--- config.mk ---
export PLATFORM = sky130hd
export DESIGN_NAME = sand_brush
export DESIGN_NICKNAME = d
export VERILOG_FILES = /design/src/rtl/sand_brush.sv
export SDC_FILE = /design/constraint.sdc
export NUM_CORES = 1
export LEC_CHECK = 0
export ABC_AREA = 1
export ABC_CLOCK_PERIOD_IN_PS = 7300
export BUFFER_PORTS_ARGS = -buffer_cell sky130_fd_sc_hd__clkbuf_2
export CAP_MARGIN = 40
export CORE_UTILIZATION = 55
export DETAILED_ROUTE_END_ITERATION = 10
export HOLD_SLACK_MARGIN = 0.08
export PLACE_DENSITY_LB_ADDON = 0.1
export SLEW_MARGIN = 15
export SYNTH_ARGS = -nofsm -noshare
export SYNTH_HDL_FRONTEND = slang
export SYNTH_SLANG_ARGS = --single-unit
--- constraint.sdc ---
create_clock -name clock -period 7.3 [get_ports clock]
set_input_delay 0.73 -clock clock [delete_from_list [all_inputs] [get_ports clock]]
set_output_delay 0.73 -clock clock [all_outputs]
set_load 0.005 [all_outputs]
--- src/rtl/sand_brush.sv ---
// Brush painter: clips a square box around the brush centre and walks it row-major, writing particle cells.
// Define SAND_BRUSH_ROUND_EN for a round brush (dx*dx+dy*dy <= r*r); the default build paints the whole square box.
module sand_brush #(
  parameter int GRID_W = 160,
  parameter int GRID_H = 120,
  parameter int ADDR_W = 15
) (
  input  logic              clock,
  input  logic              reset,
  input  logic [7:0]        cmd_x,
  input  logic [7:0]        cmd_y,
  input  logic [7:0]        cmd_radius,
  input  logic [1:0]        cmd_type,
  input  logic              cmd_valid,
  output logic              cmd_ready,
  output logic [ADDR_W-1:0] mem_addr,
  output logic [1:0]        mem_data,
  output logic              mem_we,
  input  logic              mem_ready,
  output logic              busy,
  output logic              done
);

  typedef enum logic [1:0] {IDLE, SETUP, SCAN, DONE} state_t;

  localparam logic signed [9:0] X_MAX = 10'(GRID_W - 1);
  localparam logic signed [9:0] Y_MAX = 10'(GRID_H - 1);

  function automatic logic signed [9:0] clamp_lo(input logic signed [9:0] v);
    return (v < 0) ? 10'sd0 : v;
  endfunction

  function automatic logic signed [9:0] clamp_hi(input logic signed [9:0] v,
                                                 input logic signed [9:0] hi);
    return (v > hi) ? hi : v;
  endfunction

`ifdef SAND_BRUSH_ROUND_EN
  function automatic logic in_round(input logic [7:0] px, input logic [7:0] py,
                                    input logic [7:0] ox, input logic [7:0] oy,
                                    input logic [7:0] rad);
    logic signed [9:0]  dx, dy;
    logic signed [16:0] dx2, dy2;
    logic [16:0]        d2;
    logic [15:0]        r2;
    dx  = $signed({2'b00, px}) - $signed({2'b00, ox});
    dy  = $signed({2'b00, py}) - $signed({2'b00, oy});
    dx2 = 17'(dx) * 17'(dx);
    dy2 = 17'(dy) * 17'(dy);
    d2  = $unsigned(dx2) + $unsigned(dy2);
    r2  = 16'(rad) * 16'(rad);
    return d2 <= {1'b0, r2};
  endfunction
`endif

  state_t            state_q, state_d;
  logic [7:0]        x_q, x_d, y_q, y_d, r_q, r_d;
  logic [1:0]        type_q, type_d;
  logic [7:0]        cx_q, cx_d, cy_q, cy_d;
  logic [7:0]        x0_q, x0_d, x1_q, x1_d, y1_q, y1_d;
  logic              cmd_ready_q, cmd_ready_d;
  logic              busy_q, busy_d;
  logic              done_q, done_d;
  logic              mem_we_q, mem_we_d;
  logic [ADDR_W-1:0] mem_addr_q, mem_addr_d;
  logic [1:0]        mem_data_q, mem_data_d;

  logic signed [9:0] bx0, bx1, by0, by1;
  logic [7:0]        nx, ny;
  logic              load, in_next;

  always_comb begin
    bx0 = clamp_lo($signed({2'b00, x_q}) - $signed({2'b00, r_q}));
    bx1 = clamp_hi($signed({2'b00, x_q}) + $signed({2'b00, r_q}), X_MAX);
    by0 = clamp_lo($signed({2'b00, y_q}) - $signed({2'b00, r_q}));
    by1 = clamp_hi($signed({2'b00, y_q}) + $signed({2'b00, r_q}), Y_MAX);

    state_d    = state_q;
    x_d        = x_q;
    y_d        = y_q;
    r_d        = r_q;
    type_d     = type_q;
    cx_d       = cx_q;
    cy_d       = cy_q;
    x0_d       = x0_q;
    x1_d       = x1_q;
    y1_d       = y1_q;
    mem_we_d   = mem_we_q;
    mem_addr_d = mem_addr_q;
    mem_data_d = mem_data_q;
    nx         = cx_q;
    ny         = cy_q;
    load       = 1'b0;

    case (state_q)
      IDLE: begin
        if (cmd_valid && cmd_ready_q) begin
          x_d     = cmd_x;
          y_d     = cmd_y;
          r_d     = cmd_radius;
          type_d  = cmd_type;
          state_d = SETUP;
        end
      end
      SETUP: begin
        if ((bx0 > bx1) || (by0 > by1)) begin
          state_d = DONE;
        end else begin
          state_d = SCAN;
          x0_d    = bx0[7:0];
          x1_d    = bx1[7:0];
          y1_d    = by1[7:0];
          nx      = bx0[7:0];
          ny      = by0[7:0];
          load    = 1'b1;
        end
      end
      SCAN: begin
        // A pending write blocks the walk until the memory takes it.
        if (!mem_we_q || mem_ready) begin
          if ((cx_q == x1_q) && (cy_q == y1_q)) begin
            state_d  = DONE;
            mem_we_d = 1'b0;
          end else begin
            load = 1'b1;
            if (cx_q == x1_q) begin
              nx = x0_q;
              ny = cy_q + 8'd1;
            end else begin
              nx = cx_q + 8'd1;
            end
          end
        end
      end
      default: state_d = IDLE;
    endcase

`ifdef SAND_BRUSH_ROUND_EN
    in_next = in_round(nx, ny, x_q, y_q, r_q);
`else
    in_next = 1'b1;
`endif

    if (load) begin
      cx_d       = nx;
      cy_d       = ny;
      mem_we_d   = in_next;
      mem_addr_d = ADDR_W'(ny) * ADDR_W'(GRID_W) + ADDR_W'(nx);
      mem_data_d = type_q;
    end

    cmd_ready_d = (state_d == IDLE);
    busy_d      = (state_d != IDLE);
    done_d      = (state_d == DONE);
  end

  always_ff @(posedge clock) begin
    if (reset) begin
      state_q     <= IDLE;
      x_q         <= '0;
      y_q         <= '0;
      r_q         <= '0;
      type_q      <= '0;
      cx_q        <= '0;
      cy_q        <= '0;
      x0_q        <= '0;
      x1_q        <= '0;
      y1_q        <= '0;
      cmd_ready_q <= 1'b1;
      busy_q      <= 1'b0;
      done_q      <= 1'b0;
      mem_we_q    <= 1'b0;
      mem_addr_q  <= '0;
      mem_data_q  <= '0;
    end else begin
      state_q     <= state_d;
      x_q         <= x_d;
      y_q         <= y_d;
      r_q         <= r_d;
      type_q      <= type_d;
      cx_q        <= cx_d;
      cy_q        <= cy_d;
      x0_q        <= x0_d;
      x1_q        <= x1_d;
      y1_q        <= y1_d;
      cmd_ready_q <= cmd_ready_d;
      busy_q      <= busy_d;
      done_q      <= done_d;
      mem_we_q    <= mem_we_d;
      mem_addr_q  <= mem_addr_d;
      mem_data_q  <= mem_data_d;
    end
  end

  assign cmd_ready = cmd_ready_q;
  assign busy      = busy_q;
  assign done      = done_q;
  assign mem_we    = mem_we_q;
  assign mem_addr  = mem_addr_q;
  assign mem_data  = mem_data_q;

endmodule

==> reports/qor.tcl, run 1 <==
set qor(path_buf_inv) 7
set qor(cp-end-kind) {flop}
set qor(ys_async_sr_fraction_pct) 0
set qor(final_net_count) 1066
set qor(grt_antenna_before_repair) 0
set qor(critical-path-top-delay-family) {simple AND/OR/NAND/NOR gates}
set qor(avgSynthCellArea_um2) 6.87
set qor(floorplan.io_pins) 51
set qor(cp-start-kind) {flop}
set qor(cap_violations) 0
set qor(dieArea_mm2) 0.0121
set qor(clock.fmax_ghz) 0.155
set qor(drc) 0
set qor(outcome) {completed}
set qor(fp.coreArea_mm2) 0.0114
set qor(final.min_clock_period_ns) 6.47
set qor(starting_density_of_the_core_pct) 56.3
set qor(setup_tns_ns) 0
set qor(drt_first_pass_iters) 5
set qor(grt.overflow.total) 0
set qor(cts_inserted_buffers) 9
set qor(netlist_top_cells_area) {sky130_fd_sc_hd__dfxtp_1, sky130_fd_sc_hd__ha_1, sky130_fd_sc_hd__nand2_1}
set qor(synth-edff-count) 0
set qor(leading_register_cell_type_out_of_synthesis) {sky130_fd_sc_hd__dfxtp_1}
set qor(criticalPathCategory) {reg2reg}
set qor(timing.hold.worst.start) {type_q[1]}
set qor(timing.final.max_slew_violations) 0
set qor(worst_r2r_startpoint) {r_q[1]}
set qor(yosysWarningCount) 0
set qor(synthesis.area_mm2) 0.00640
set qor(place_ws_ns) 0.756
set qor(critPathMaxFanout) 9
set qor(crit_required_ns) 7.52
set qor(timing.critical_path.slowest_cell_delay_ns) 0.48
set qor(vias_per_cell) 5.48
set qor(die-width_um) 110
set qor(drt.antenna.violating_nets) 0
set qor(cell_depth_of_the_worst_min_delay_path) 2
set qor(globalplace.congestion) 0.927
set qor(synth_top_area_share_pct) 26.3
set qor(detailroute.via_count) 6078
set qor(synth_seq_area_share_pct) 26.3
set qor(number_of_global_route_vias_before_repair) 5638
set qor(worst_setup_hold_path_clk_slew_ns) 0.06
set qor(critPathArrivalTime_ns) 6.69
set qor(r2r.worst_path.cells) 37
set qor(route.final.wire_length_um) 16400
set qor(detailedRoute.firstIterationViolations) 433
set qor(fin_skew_ns) 0.00849
set qor(synthDominantAreaCellType) {sky130_fd_sc_hd__dfxtp_1}
set qor(diodes) 0
set qor(detail_route.wl_per_cell_um) 14.8
set qor(setup_viol_count_final) 0
set qor(synth_cells) 932
set qor(rows) 39
set qor(max-clock-path-buffers) 2
set qor(grt_max_degree) 57
set qor(final.setup.worst_slack_ns) 0.833
set qor(unrepaired_setup_endpoints_after_global_routing) {no}
set qor(global_route_wire_length_before_repair_um) 27200
set qor(place.detailed.hpwl_um) 12400
set qor(insertion_delay_ns) 0.35
set qor(htree_num_levels) 3
set qor(grt_use_total_pct) 29.3
set qor(synthesis.nets) 1037
set qor(worst_hold_path_type) {reg2reg}
set qor(number_of_flip_flops_and_latches_in_the_synthesized_netlist) 84
set qor(final-hold-violation-count) 0
set qor(critical_path_top_delay_cell) {sky130_fd_sc_hd__dfxtp_1}
set qor(clock_tree_from_tritoncts) {built}
set qor(clock_sinks) 84
set qor(cp_num_cells) 37
set qor(fraction_of_layout_instances_using_a_drive_strength_above_1_pct) 11.0
set qor(die_y_um) 110
set qor(cts_setup_buffers) 0
set qor(critical_path.startpoint) {r_q[1]}
set qor(count_of_distinct_cell_types_in_the_synthesized_netlist) 47
set qor(cts-root-buf) {sky130_fd_sc_hd__clkbuf_16}
set qor(post-route-period-util_pct) 88.6
set qor(synthToLayoutAreaGrowth_pct) 10.1
set qor(worst_pin_slew_ns) 0.628
set qor(fillers) 1102
set qor(slew_headroom_pct) 58.1
set qor(io_buffers) 50
==> state kept, by name, summed over array words and instances, names as in the netlist, named ones only <==
name       count
mem_addr      10
state_q        2
x_q            8
cy_q           8
busy           1
mem_we         1
y_q            8
x0_q           8
r_q            8
done           1
cmd_ready      1
cx_q           3
type_q         2
mem_data       2
x1_q           8
y1_q           8
==> cell type report <==
type	count	area (um2)	area share [%]
Timing Repair Buffer	53	285	4.05
Multi-Input combinational cell	680	4040	57.4
Sequential cell	84	1680	23.9
Tap cell	143	179	2.54
Clock inverter	4	95.1	1.35
Inverter	133	504	7.16
Clock buffer	12	256	3.64
==> kinds of logic (layout without fill, tap and decap cells) <==
group / count (synthesis) / in the layout / share of synthesized area, %
other cells: 1 / 1 / 0.0586
buf+inv: 168 / 202 / 10.7
xor+xnor: 36 / 36 / 4.93
compound gates: 245 / 245 / 20.8
flops: 84 / 84 / 26.3
fa+ha+maj: 75 / 75 / 15.4
simple gates: 323 / 323 / 21.9
==> path summary, 6_finish.rpt <==
check | end | slack [ns]
worst max-delay path | mem_addr[14] | 0.83
worst min-delay path | type_q[1] | 0.46
worst max register to register | mem_addr[14] | 0.83
worst min register to register | type_q[1] | 0.46
==> stage by stage <==
step | util, % | hold slack (ns) | cells | cell area [um2]
3_5_place_dp | 58.8 | 0.452 | 1093 | 6690
6_report | 62.0 | 0.460 | 1109 | 7040
2_1_floorplan | - | 0.430 | 932 | 6400
3_3_place_gp | 58.6 | 0.446 | 1092 | 6670
5_1_grt | 62.0 | 0.490 | 1109 | 7040
4_1_cts | 61.9 | 0.460 | 1109 | 7040
==> layout by cell type (no fill, tap or decap), types with 10 or more instances in the layout <==
master	count
sky130_fd_sc_hd__nor3_1	11
sky130_fd_sc_hd__ha_1	69
sky130_fd_sc_hd__inv_1	118
sky130_fd_sc_hd__nand4_1	10
sky130_fd_sc_hd__xor2_1	24
sky130_fd_sc_hd__nand2_1	176
sky130_fd_sc_hd__nor2_1	56
sky130_fd_sc_hd__o21ai_0	87
sky130_fd_sc_hd__nand3_1	47
sky130_fd_sc_hd__xnor2_1	12
sky130_fd_sc_hd__dfxtp_1	84
sky130_fd_sc_hd__inv_2	13
sky130_fd_sc_hd__a21oi_1	114
sky130_fd_sc_hd__clkbuf_2	50
==> cells in the mapped netlist, types with 2 or more instances <==
| cell type | number |
|---|---|
| sky130_fd_sc_hd__o22ai_1 | 2 |
| sky130_fd_sc_hd__dfxtp_1 | 84 |
| sky130_fd_sc_hd__ha_1 | 69 |
| sky130_fd_sc_hd__inv_2 | 13 |
| sky130_fd_sc_hd__buf_4 | 5 |
| sky130_fd_sc_hd__xor2_1 | 24 |
| sky130_fd_sc_hd__nand2_2 | 2 |
| sky130_fd_sc_hd__o21ai_0 | 87 |
| sky130_fd_sc_hd__a31oi_1 | 4 |
| sky130_fd_sc_hd__buf_2 | 7 |
| sky130_fd_sc_hd__a21oi_2 | 4 |
| sky130_fd_sc_hd__nor4_1 | 3 |
| sky130_fd_sc_hd__xnor2_1 | 12 |
| sky130_fd_sc_hd__a22oi_1 | 2 |
| sky130_fd_sc_hd__o221ai_1 | 3 |
| sky130_fd_sc_hd__a21oi_1 | 114 |
| sky130_fd_sc_hd__buf_6 | 3 |
| sky130_fd_sc_hd__nand4_1 | 10 |
| sky130_fd_sc_hd__or2_2 | 2 |
| sky130_fd_sc_hd__or2_4 | 2 |
| sky130_fd_sc_hd__nand2_4 | 5 |
| sky130_fd_sc_hd__o211ai_1 | 7 |
| sky130_fd_sc_hd__o21bai_1 | 5 |
| sky130_fd_sc_hd__nor2_1 | 56 |
| sky130_fd_sc_hd__nor2_2 | 4 |
| sky130_fd_sc_hd__clkbuf_1 | 19 |
| sky130_fd_sc_hd__nor3_1 | 11 |
| sky130_fd_sc_hd__fa_1 | 6 |
| sky130_fd_sc_hd__o21ai_1 | 8 |
| sky130_fd_sc_hd__o2111ai_1 | 2 |
| sky130_fd_sc_hd__nand3_1 | 49 |
| sky130_fd_sc_hd__nand2_1 | 176 |
| sky130_fd_sc_hd__inv_1 | 118 |
==> metal layers <==
metal | share of wire (%) | up-vias | track usage (%) | wire [um]
met3 | 5.3 | 24 | 5.99 | 873
met5 | 0 | - | 0 | 0
met4 | 2.0 | 0 | 8.76 | 328
li1 | - | 3131 | - | -
met2 | 45 | 155 | 47.0 | 7300
met1 | 48 | 2768 | 39.4 | 7870
==> worst register-to-register path, delay by kind of cell (launching register included) <==
family,cells,cell delay (ns)
compound gates,9,1.44
buf+inv,7,0.70
fa+ha+maj,5,1.47
simple gates,14,1.73
flops,1,0.48
xor+xnor,2,0.53
==> repair_timing <==
item,4_1_cts,5_1_grt
resized for setup,0,1
hold buffers,0,0
setup endpoints to repair,0,1
Power of run 1 is not shown: default switching activity piles up to over one toggle a cycle in this logic, so the estimate is an artifact.
==> inputs of run 2 (changes only) <==
--- a/config.mk
+++ b/config.mk
@@ -5,7 +5,6 @@
 export SDC_FILE = /design/constraint.sdc
 export NUM_CORES = 1
 export LEC_CHECK = 0
-export ABC_AREA = 1
 export ABC_CLOCK_PERIOD_IN_PS = 7300
 export BUFFER_PORTS_ARGS = -buffer_cell sky130_fd_sc_hd__clkbuf_2
 export CAP_MARGIN = 40
==> run 2 against run 1 <==
Compared with the run above:
- non-clock buffer count up 5
- global-route usage up 0.62 points
- via count down 4.0%
- core utilization up 1.8 points
- critical endpoint unchanged
==> reports/qor.tcl, run 2 <==
set qor(post-route-period-util_pct) 93.5 ;# +4.9 points
set qor(seq_power_share_pct) 19.9
set qor(vdd_ir_drop_max_v) 0.000295
set qor(synth_seq_area_share_pct) 26.4 ;# +0.11 points
set qor(timing.hold.worst.start) {mem_addr[9]}
set qor(final.min_clock_period_ns) 6.83 ;# +0.361 ns
set qor(clock_sinks) 84 ;# unchanged
set qor(regToRegSetupSlack_ns) 0.47 ;# -0.36 ns
set qor(worst_r2r_startpoint) {r_q[1]}
set qor(fin_skew_ns) 0.0105 ;# +0.00198 ns
set qor(r2r.worst_path.cells) 28 ;# -24%
set qor(cap_violations) 0 ;# unchanged
set qor(avgSynthCellArea_um2) 7.99 ;# +16%
set qor(synthesis.area_mm2) 0.00637 ;# -0.43%
set qor(starting_density_of_the_core_pct) 57.5 ;# +1.2 points
set qor(synth_top_area_share_pct) 26.4 ;# +0.11 points
set qor(clock.fmax_ghz) 0.146 ;# -5.3%
set qor(synth-edff-count) 0 ;# unchanged
set qor(fillers) 1021 ;# -7.4%
set qor(final-hold-violation-count) 0 ;# unchanged
set qor(switching_power_w) 0.00158
set qor(worst_setup_hold_path_clk_slew_ns) 0.06 ;# about the same
set qor(path_buf_inv) 2 ;# -5
set qor(timing.critical_path.slowest_cell_delay_ns) 0.55 ;# +0.07 ns
set qor(leading_register_cell_type_out_of_synthesis) {sky130_fd_sc_hd__dfxtp_1}
set qor(min_to) {mem_addr[9]}
set qor(ys_async_sr_fraction_pct) 0 ;# unchanged
set qor(most_frequent_cells_in_the_layout) {sky130_fd_sc_hd__nand2_1, sky130_fd_sc_hd__dfxtp_1, sky130_fd_sc_hd__a21oi_1}
set qor(grt_max_degree) 64 ;# +12%
set qor(rows) 38 ;# -2.6%
set qor(floorplan.io_pins) 51 ;# unchanged
set qor(drc) 0 ;# unchanged
set qor(criticalPathCategory) {reg2reg}
set qor(combPwrFrac_pct) 64.8
set qor(finalHoldWorstSlack_ns) 0.449 ;# -0.0110 ns
set qor(detail_route.wl_per_cell_um) 17.6 ;# +19%
set qor(grt.overflow.total) 0 ;# unchanged
set qor(yosysWarningCount) 0 ;# unchanged
set qor(critPathArrivalTime_ns) 7.10 ;# +0.41 ns
set qor(setup_viol_count_final) 0 ;# unchanged
set qor(io_buffers) 50 ;# unchanged
set qor(fraction_of_layout_instances_using_a_drive_strength_above_1_pct) 12.8 ;# +1.8 points
set qor(setup_tns_ns) 0 ;# unchanged
set qor(count_of_distinct_cell_types_in_the_synthesized_netlist) 72 ;# +53%
set qor(timing.final.max_slew_violations) 0 ;# unchanged
set qor(globalplace.congestion) 0.892 ;# -3.8%
set qor(unrepaired_setup_endpoints_after_global_routing) {no}
set qor(synth_commonest_cells) {sky130_fd_sc_hd__nand2_1, sky130_fd_sc_hd__dfxtp_1, sky130_fd_sc_hd__a21oi_1}
set qor(placed_area_mm2) 0.00669 ;# about the same
set qor(holdBufCountCts) 0 ;# unchanged
set qor(grt_use_total_pct) 29.9 ;# +0.62 points
set qor(netlist_top_cells_area) {sky130_fd_sc_hd__dfxtp_1, sky130_fd_sc_hd__ha_1, sky130_fd_sc_hd__a21oi_1}
set qor(top_count_cell_post_synth) {sky130_fd_sc_hd__nand2_1}
set qor(synthToLayoutAreaGrowth_pct) 10.8
set qor(worst_pin_slew_ns) 0.867 ;# +0.239 ns
set qor(crit_required_ns) 7.58 ;# +0.06 ns
set qor(mostFrequentLayoutCell) {sky130_fd_sc_hd__nand2_1}
set qor(power_per_cell_area_mw_per_mm2) 462
set qor(number_of_global_route_vias_before_repair) 5504 ;# -2.4%
set qor(p_sw_share_pct) 48.5
set qor(total_leakage_power_nw) 3.02
set qor(synthesis.nets) 903 ;# -13%
set qor(fp.coreArea_mm2) 0.0111 ;# -2.6%
set qor(number_of_flip_flops_and_latches_in_the_synthesized_netlist) 84 ;# unchanged
set qor(synth_cells) 798 ;# -14%
set qor(vias_per_cell) 6.03 ;# +10%
set qor(critical-path-top-delay-family) {compound AO/OA/AOI/OAI gates}
set qor(largest_reg_flops) 10 ;# unchanged
set qor(final_util_pct) 63.7 ;# +1.8 points
set qor(worstReg2RegEnd) {mem_addr[14]}
set qor(die-width_um) 110 ;# -0.21%
set qor(worst_hold_path_type) {reg2reg}
set qor(drt_first_pass_iters) 5 ;# unchanged
set qor(cell_depth_of_the_worst_min_delay_path) 2 ;# unchanged
set qor(slew_headroom_pct) 42.0 ;# -16 points
set qor(die_y_um) 110 ;# -0.21%
set qor(insertion_delay_ns) 0.35 ;# about the same
set qor(route.final.wire_length_um) 17000 ;# +4.0%
set qor(worst_path_most_repeated_cell) {sky130_fd_sc_hd__ha_1}
set qor(cts-root-buf) {sky130_fd_sc_hd__clkbuf_16}
set qor(max-clock-path-buffers) 2 ;# unchanged
set qor(cp-end-kind) {flop}
set qor(post-route-cell-area_mm2) 0.00706 ;# +0.20%
set qor(cp-start-kind) {flop}
set qor(drt.antenna.violating_nets) 0 ;# unchanged
set qor(place.detailed.hpwl_um) 13200 ;# +6.7%
set qor(htree_num_levels) 3 ;# unchanged
set qor(detailroute.via_count) 5835 ;# -4.0%
set qor(critPathMaxFanout) 10 ;# +1
set qor(synthDominantAreaCellType) {sky130_fd_sc_hd__dfxtp_1}
set qor(clock_tree_from_tritoncts) {built}
set qor(dieArea_mm2) 0.0120 ;# -0.42%
set qor(detailedRoute.firstIterationViolations) 372 ;# -14%
set qor(p_int_w) 0.00168
set qor(diodes) 0 ;# unchanged
set qor(clock_network_fraction_of_total_power_pct) 15.3
set qor(global_route_wire_length_before_repair_um) 27500 ;# +1.1%
set qor(outcome) {completed}
set qor(grt_antenna_before_repair) 0 ;# unchanged
set qor(final_net_count) 928 ;# -13%
set qor(critical_path_top_delay_cell) {sky130_fd_sc_hd__or4b_1}
set qor(cts_inserted_buffers) 9 ;# unchanged
-- run 2: worst max path at each step --
stage | startpoint | endpoint | slack (ns) | cells past startpoint
2_1_floorplan | r_q[1] | mem_addr[14] | 0.95 | 27
3_3_place_gp | r_q[1] | mem_addr[14] | 0.34 | 27
3_5_place_dp | r_q[1] | mem_addr[14] | 0.14 | 28
4_1_cts | r_q[1] | mem_addr[14] | 0.09 | 28
5_1_grt | r_q[1] | mem_addr[14] | 0.07 | 28
6_report | r_q[1] | mem_addr[14] | 0.47 | 28
-- run 2: layer usage --
layer  routed length, um  track usage (%)  up-vias
met2                8010             49.3      168
li1                    -                -     2883
met5                   0                0        -
met1                7920             40.1     2762
met4                 289             9.24        0
met3                 808             4.62       22
-- run 2: cell type report --
class                   instances  area (um2)  share of cell area (%)
multi-input cells             632        4410                    62.5
flip-flops and latches         84        1680                    23.8
repair buffers                 58         329                    4.66
clock buffers                  11         233                    3.30
well taps                     140         175                    2.48
inverters                      38         143                    2.02
clock inverters                 5        86.3                    1.22
-- run 2: tightest hold or removal path: stages (launching register included) --
cell and delay (ns):
sky130_fd_sc_hd__dfxtp_1 0.31, sky130_fd_sc_hd__nand2_1 0.05, sky130_fd_sc_hd__a21oi_1 0.05
-- run 2: timing repair --
action	4_1_cts	5_1_grt
setup buffers	0	0
endpoints found under the setup margin	0	6
gates resized for setup	0	10
hold endpoints to repair	0	0
-- run 2: cell families after synthesis --
kind of cell / count (synthesis) / share of synthesized area, %
AO/OA/AOI/OAI: 220 / 23.7
XOR/XNOR: 55 / 7.56
adder cells (fa/ha/maj): 75 / 15.4
buffers and inverters: 82 / 5.26
flip-flops: 84 / 26.4
multiplexers: 2 / 0.314
other: 1 / 0.0588
AND/OR/NAND/NOR: 279 / 21.2
-- run 2: power by group through the flow --
stage / Clock [W] / Combinational (W) / Sequential (W)
after detailed placement: 0 / 0.00201 / 0.000658
after global routing: 0.000522 / 0.00234 / 0.000661
final: 0.000498 / 0.00211 / 0.000650
after floorplan: 0 / 0.00152 / 0.000622
after CTS: 0.000503 / 0.00203 / 0.000648
after global placement: 0 / 0.00196 / 0.000653
-- run 2: per-stage QoR --
stage | worst slack, ns | instances | total power (W)
after detailed placement | 0.141 | 952 | 0.00267
after global placement | 0.345 | 949 | 0.00261
after global routing | 0.0659 | 968 | 0.00352
after CTS | 0.0868 | 968 | 0.00318
after floorplan | 0.948 | 798 | 0.00214
final | 0.472 | 968 | 0.00326
Power figures use the tool's default switching activity.
==> inputs of run 3 (changes only) <==
--- a/config.mk
+++ b/config.mk
@@ -6,7 +6,7 @@
 export NUM_CORES = 1
 export LEC_CHECK = 0
 export ABC_CLOCK_PERIOD_IN_PS = 7300
-export BUFFER_PORTS_ARGS = -buffer_cell sky130_fd_sc_hd__clkbuf_2
+export BUFFER_PORTS_ARGS = -buffer_cell sky130_fd_sc_hd__buf_4
 export CAP_MARGIN = 40
 export CORE_UTILIZATION = 55
 export DETAILED_ROUTE_END_ITERATION = 10
==> run 3 against run 2 <==
Compared with the run above:
- sequential share of layout area is 0.38 points lower
- sequential power about the same
- core utilization grew 1.0 points
- cell area up 1.6%
- first-iteration DRC count is 0.27% lower
- cell count down 0.10%
- global-route usage rose by 0.20 points
- die area unchanged
- flip-flop and latch count unchanged
- largest cell class unchanged
==> reports/qor.tcl, run 3 (synthesized netlist as in run 2, its figures left out) <==
set qor(outcome) {completed}
set qor(cts_inserted_buffers) 9 ;# unchanged
set qor(drt_first_pass_iters) 5 ;# unchanged
set qor(worst_hold_path_type) {reg2reg}
set qor(clock.fmax_ghz) 0.148 ;# +1.1%
set qor(grt_use_total_pct) 30.1 ;# +0.20 points
set qor(slew_headroom_pct) 45.0 ;# +3.0 points
set qor(critical_path_top_delay_cell) {sky130_fd_sc_hd__or4b_1}
set qor(final-hold-violation-count) 0 ;# unchanged
set qor(detail_route.wl_per_cell_um) 17.8 ;# +1.2%
set qor(grt_antenna_before_repair) 0 ;# unchanged
set qor(unrepaired_setup_endpoints_after_global_routing) {no}
set qor(diodes) 0 ;# unchanged
set qor(place.detailed.hpwl_um) 13300 ;# +0.62%
set qor(cell_depth_of_the_worst_min_delay_path) 2 ;# unchanged
set qor(dieArea_mm2) 0.0120 ;# unchanged
set qor(timing.hold.worst.start) {mem_addr[9]}
set qor(worst_pin_slew_ns) 0.823 ;# -0.0445 ns
set qor(drt.antenna.violating_nets) 0 ;# unchanged
set qor(detailedRoute.firstIterationViolations) 371 ;# -0.27%
set qor(clock_network_fraction_of_total_power_pct) 15.1 ;# -0.2 points
set qor(power_per_cell_area_mw_per_mm2) 457 ;# -1.1%
set qor(fp.coreArea_mm2) 0.0111 ;# unchanged
set qor(p_sw_share_pct) 48.4 ;# -0.11 points
set qor(combPwrFrac_pct) 65.1 ;# +0.3 points
set qor(rows) 38 ;# unchanged
set qor(grt_max_degree) 64 ;# unchanged
set qor(cp-end-kind) {flop}
set qor(synthToLayoutAreaGrowth_pct) 12.5
set qor(switching_power_w) 0.00159 ;# +0.22%
set qor(final.min_clock_period_ns) 6.75 ;# -0.0749 ns
set qor(mostFrequentLayoutCell) {sky130_fd_sc_hd__nand2_1}
set qor(final_util_pct) 64.7 ;# +1.0 points
set qor(p_int_w) 0.00169 ;# +0.68%
set qor(final.setup.worst_slack_ns) 0.547 ;# +0.0749 ns
set qor(path_buf_inv) 2 ;# unchanged
set qor(regToRegSetupSlack_ns) 0.55 ;# +0.07 ns
set qor(io_buffers) 50 ;# unchanged
set qor(die_y_um) 110 ;# unchanged
set qor(route.final.wire_length_um) 17200 ;# +1.1%
set qor(fraction_of_layout_instances_using_a_drive_strength_above_1_pct) 12.8 ;# +0.015 points
set qor(fillers) 1007 ;# -1.4%
set qor(detailroute.via_count) 5858 ;# +0.39%
set qor(htree_num_levels) 3 ;# unchanged
set qor(total_leakage_power_nw) 3.05 ;# +0.98%
set qor(worst_setup_hold_path_clk_slew_ns) 0.06 ;# about the same
set qor(vdd_ir_drop_max_v) 0.000264 ;# -10%
set qor(r2r.worst_path.cells) 28 ;# unchanged
set qor(timing.critical_path.slowest_cell_delay_ns) 0.54 ;# about the same
set qor(vias_per_cell) 6.06 ;# +0.50%
set qor(critical-path-top-delay-family) {compound AO/OA/AOI/OAI gates}
set qor(worst_r2r_startpoint) {r_q[1]}
set qor(cp_num_cells) 28 ;# unchanged
set qor(worst_path_most_repeated_cell) {sky130_fd_sc_hd__ha_1}
set qor(insertion_delay_ns) 0.35 ;# about the same
set qor(setup_viol_count_final) 0 ;# unchanged
set qor(die-width_um) 110 ;# unchanged
set qor(critPathMaxFanout) 10 ;# unchanged
set qor(cp-start-kind) {flop}
set qor(grt.overflow.total) 0 ;# unchanged
set qor(clock_tree_from_tritoncts) {built}
set qor(worstReg2RegEnd) {mem_addr[14]}
set qor(min_to) {mem_addr[9]}
set qor(criticalPathCategory) {reg2reg}
set qor(cap_violations) 0 ;# unchanged
set qor(cts_setup_buffers) 0 ;# unchanged
set qor(floorplan.io_pins) 51 ;# unchanged
set qor(timing.final.max_slew_violations) 0 ;# unchanged
set qor(final_net_count) 927 ;# -0.11%
set qor(globalplace.congestion) 0.896 ;# +0.39%
set qor(seq_power_share_pct) 19.8 ;# about the same
set qor(most_frequent_cells_in_the_layout) {sky130_fd_sc_hd__nand2_1, sky130_fd_sc_hd__dfxtp_1, sky130_fd_sc_hd__a21oi_1}
set qor(cts-root-buf) {sky130_fd_sc_hd__clkbuf_16}
set qor(max-clock-path-buffers) 2 ;# unchanged
set qor(critical_path.startpoint) {r_q[1]}
set qor(post-route-period-util_pct) 92.5 ;# -1.0 points
set qor(finalHoldWorstSlack_ns) 0.457 ;# +0.00854 ns
set qor(critPathArrivalTime_ns) 7.03 ;# -0.07 ns
set qor(clock_sinks) 84 ;# unchanged
set qor(starting_density_of_the_core_pct) 57.5 ;# unchanged
set qor(global_route_wire_length_before_repair_um) 27700 ;# +0.73%
set qor(place_ws_ns) 0.244 ;# +0.103 ns
set qor(fin_skew_ns) 0.00636 ;# -0.00411 ns
set qor(drc) 0 ;# unchanged
set qor(crit_required_ns) 7.58 ;# about the same
set qor(setup_tns_ns) 0 ;# unchanged
set qor(largest_reg_flops) 10 ;# unchanged
set qor(number_of_global_route_vias_before_repair) 5604 ;# +1.8%
[run 3: changes by cell type in the layout (fill, tap and decap cells not counted), sizes merged]
cell      previous run  this run
clkbuf              61         9
buf                  8        57
clkinv               3         4
clkinvlp             0         1
[run 3: timing repair]
item / 4_1_cts / 5_1_grt
hold buffers: 0 / 0
gates resized for setup: 0 / 10
hold endpoints to repair: 0 / 0
endpoints found under the setup margin: 0 / 4
[run 3: worst max path at each step]
stage,endpoint,slack (ns)
floorplan,mem_addr[14],0.95
global placement,mem_addr[14],0.43
detailed placement,mem_addr[14],0.24
CTS,mem_addr[14],0.18
global route,mem_addr[14],0.13
finish,mem_addr[14],0.55
[run 3: cell type report]
class	count	area, um2	area share, %
clock inverter	7	91.3	1.27
multi-input combinational	632	4410	61.5
inverter	38	143	1.99
sequential	84	1680	23.5
timing repair buffer	57	443	6.18
tap	140	175	2.44
clock buffer	9	225	3.14
[run 3: through the flow]
step,cells,power (W),cell area [um2]
floorplan,798,0.00214,6370
global placement,948,0.00264,6770
CTS,967,0.00320,7120
finish,967,0.00328,7170
global route,967,0.00353,7170
detailed placement,951,0.00270,6800
[run 3: worst reg2reg max path, delay by kind of cell, from the launching register on]
kind | cells | cell delay (ns)
fa+ha+maj | 5 | 1.48
simple gates | 8 | 2.05
flops | 1 | 0.40
compound gates | 11 | 2.19
xor+xnor | 2 | 0.35
buf+inv | 2 | 0.21
[run 3: power by group through the flow]
stage | Combinational (W) | Sequential (W) | Clock (W)
floorplan | 0.00152 | 0.000622 | 0
global placement | 0.00198 | 0.000653 | 0
detailed placement | 0.00204 | 0.000658 | 0
CTS | 0.00206 | 0.000649 | 0.000497
global route | 0.00235 | 0.000662 | 0.000514
finish | 0.00213 | 0.000650 | 0.000495
[run 3: per-layer routing]
layer / vias to the layer above / global-route usage (%) / routed length (um)
met1: 2771 / 38.7 / 7900
met4: 0 / 12.0 / 398
li1: 2887 / - / -
met5: - / 0 / 0
met3: 30 / 4.27 / 743
met2: 170 / 50.8 / 8170
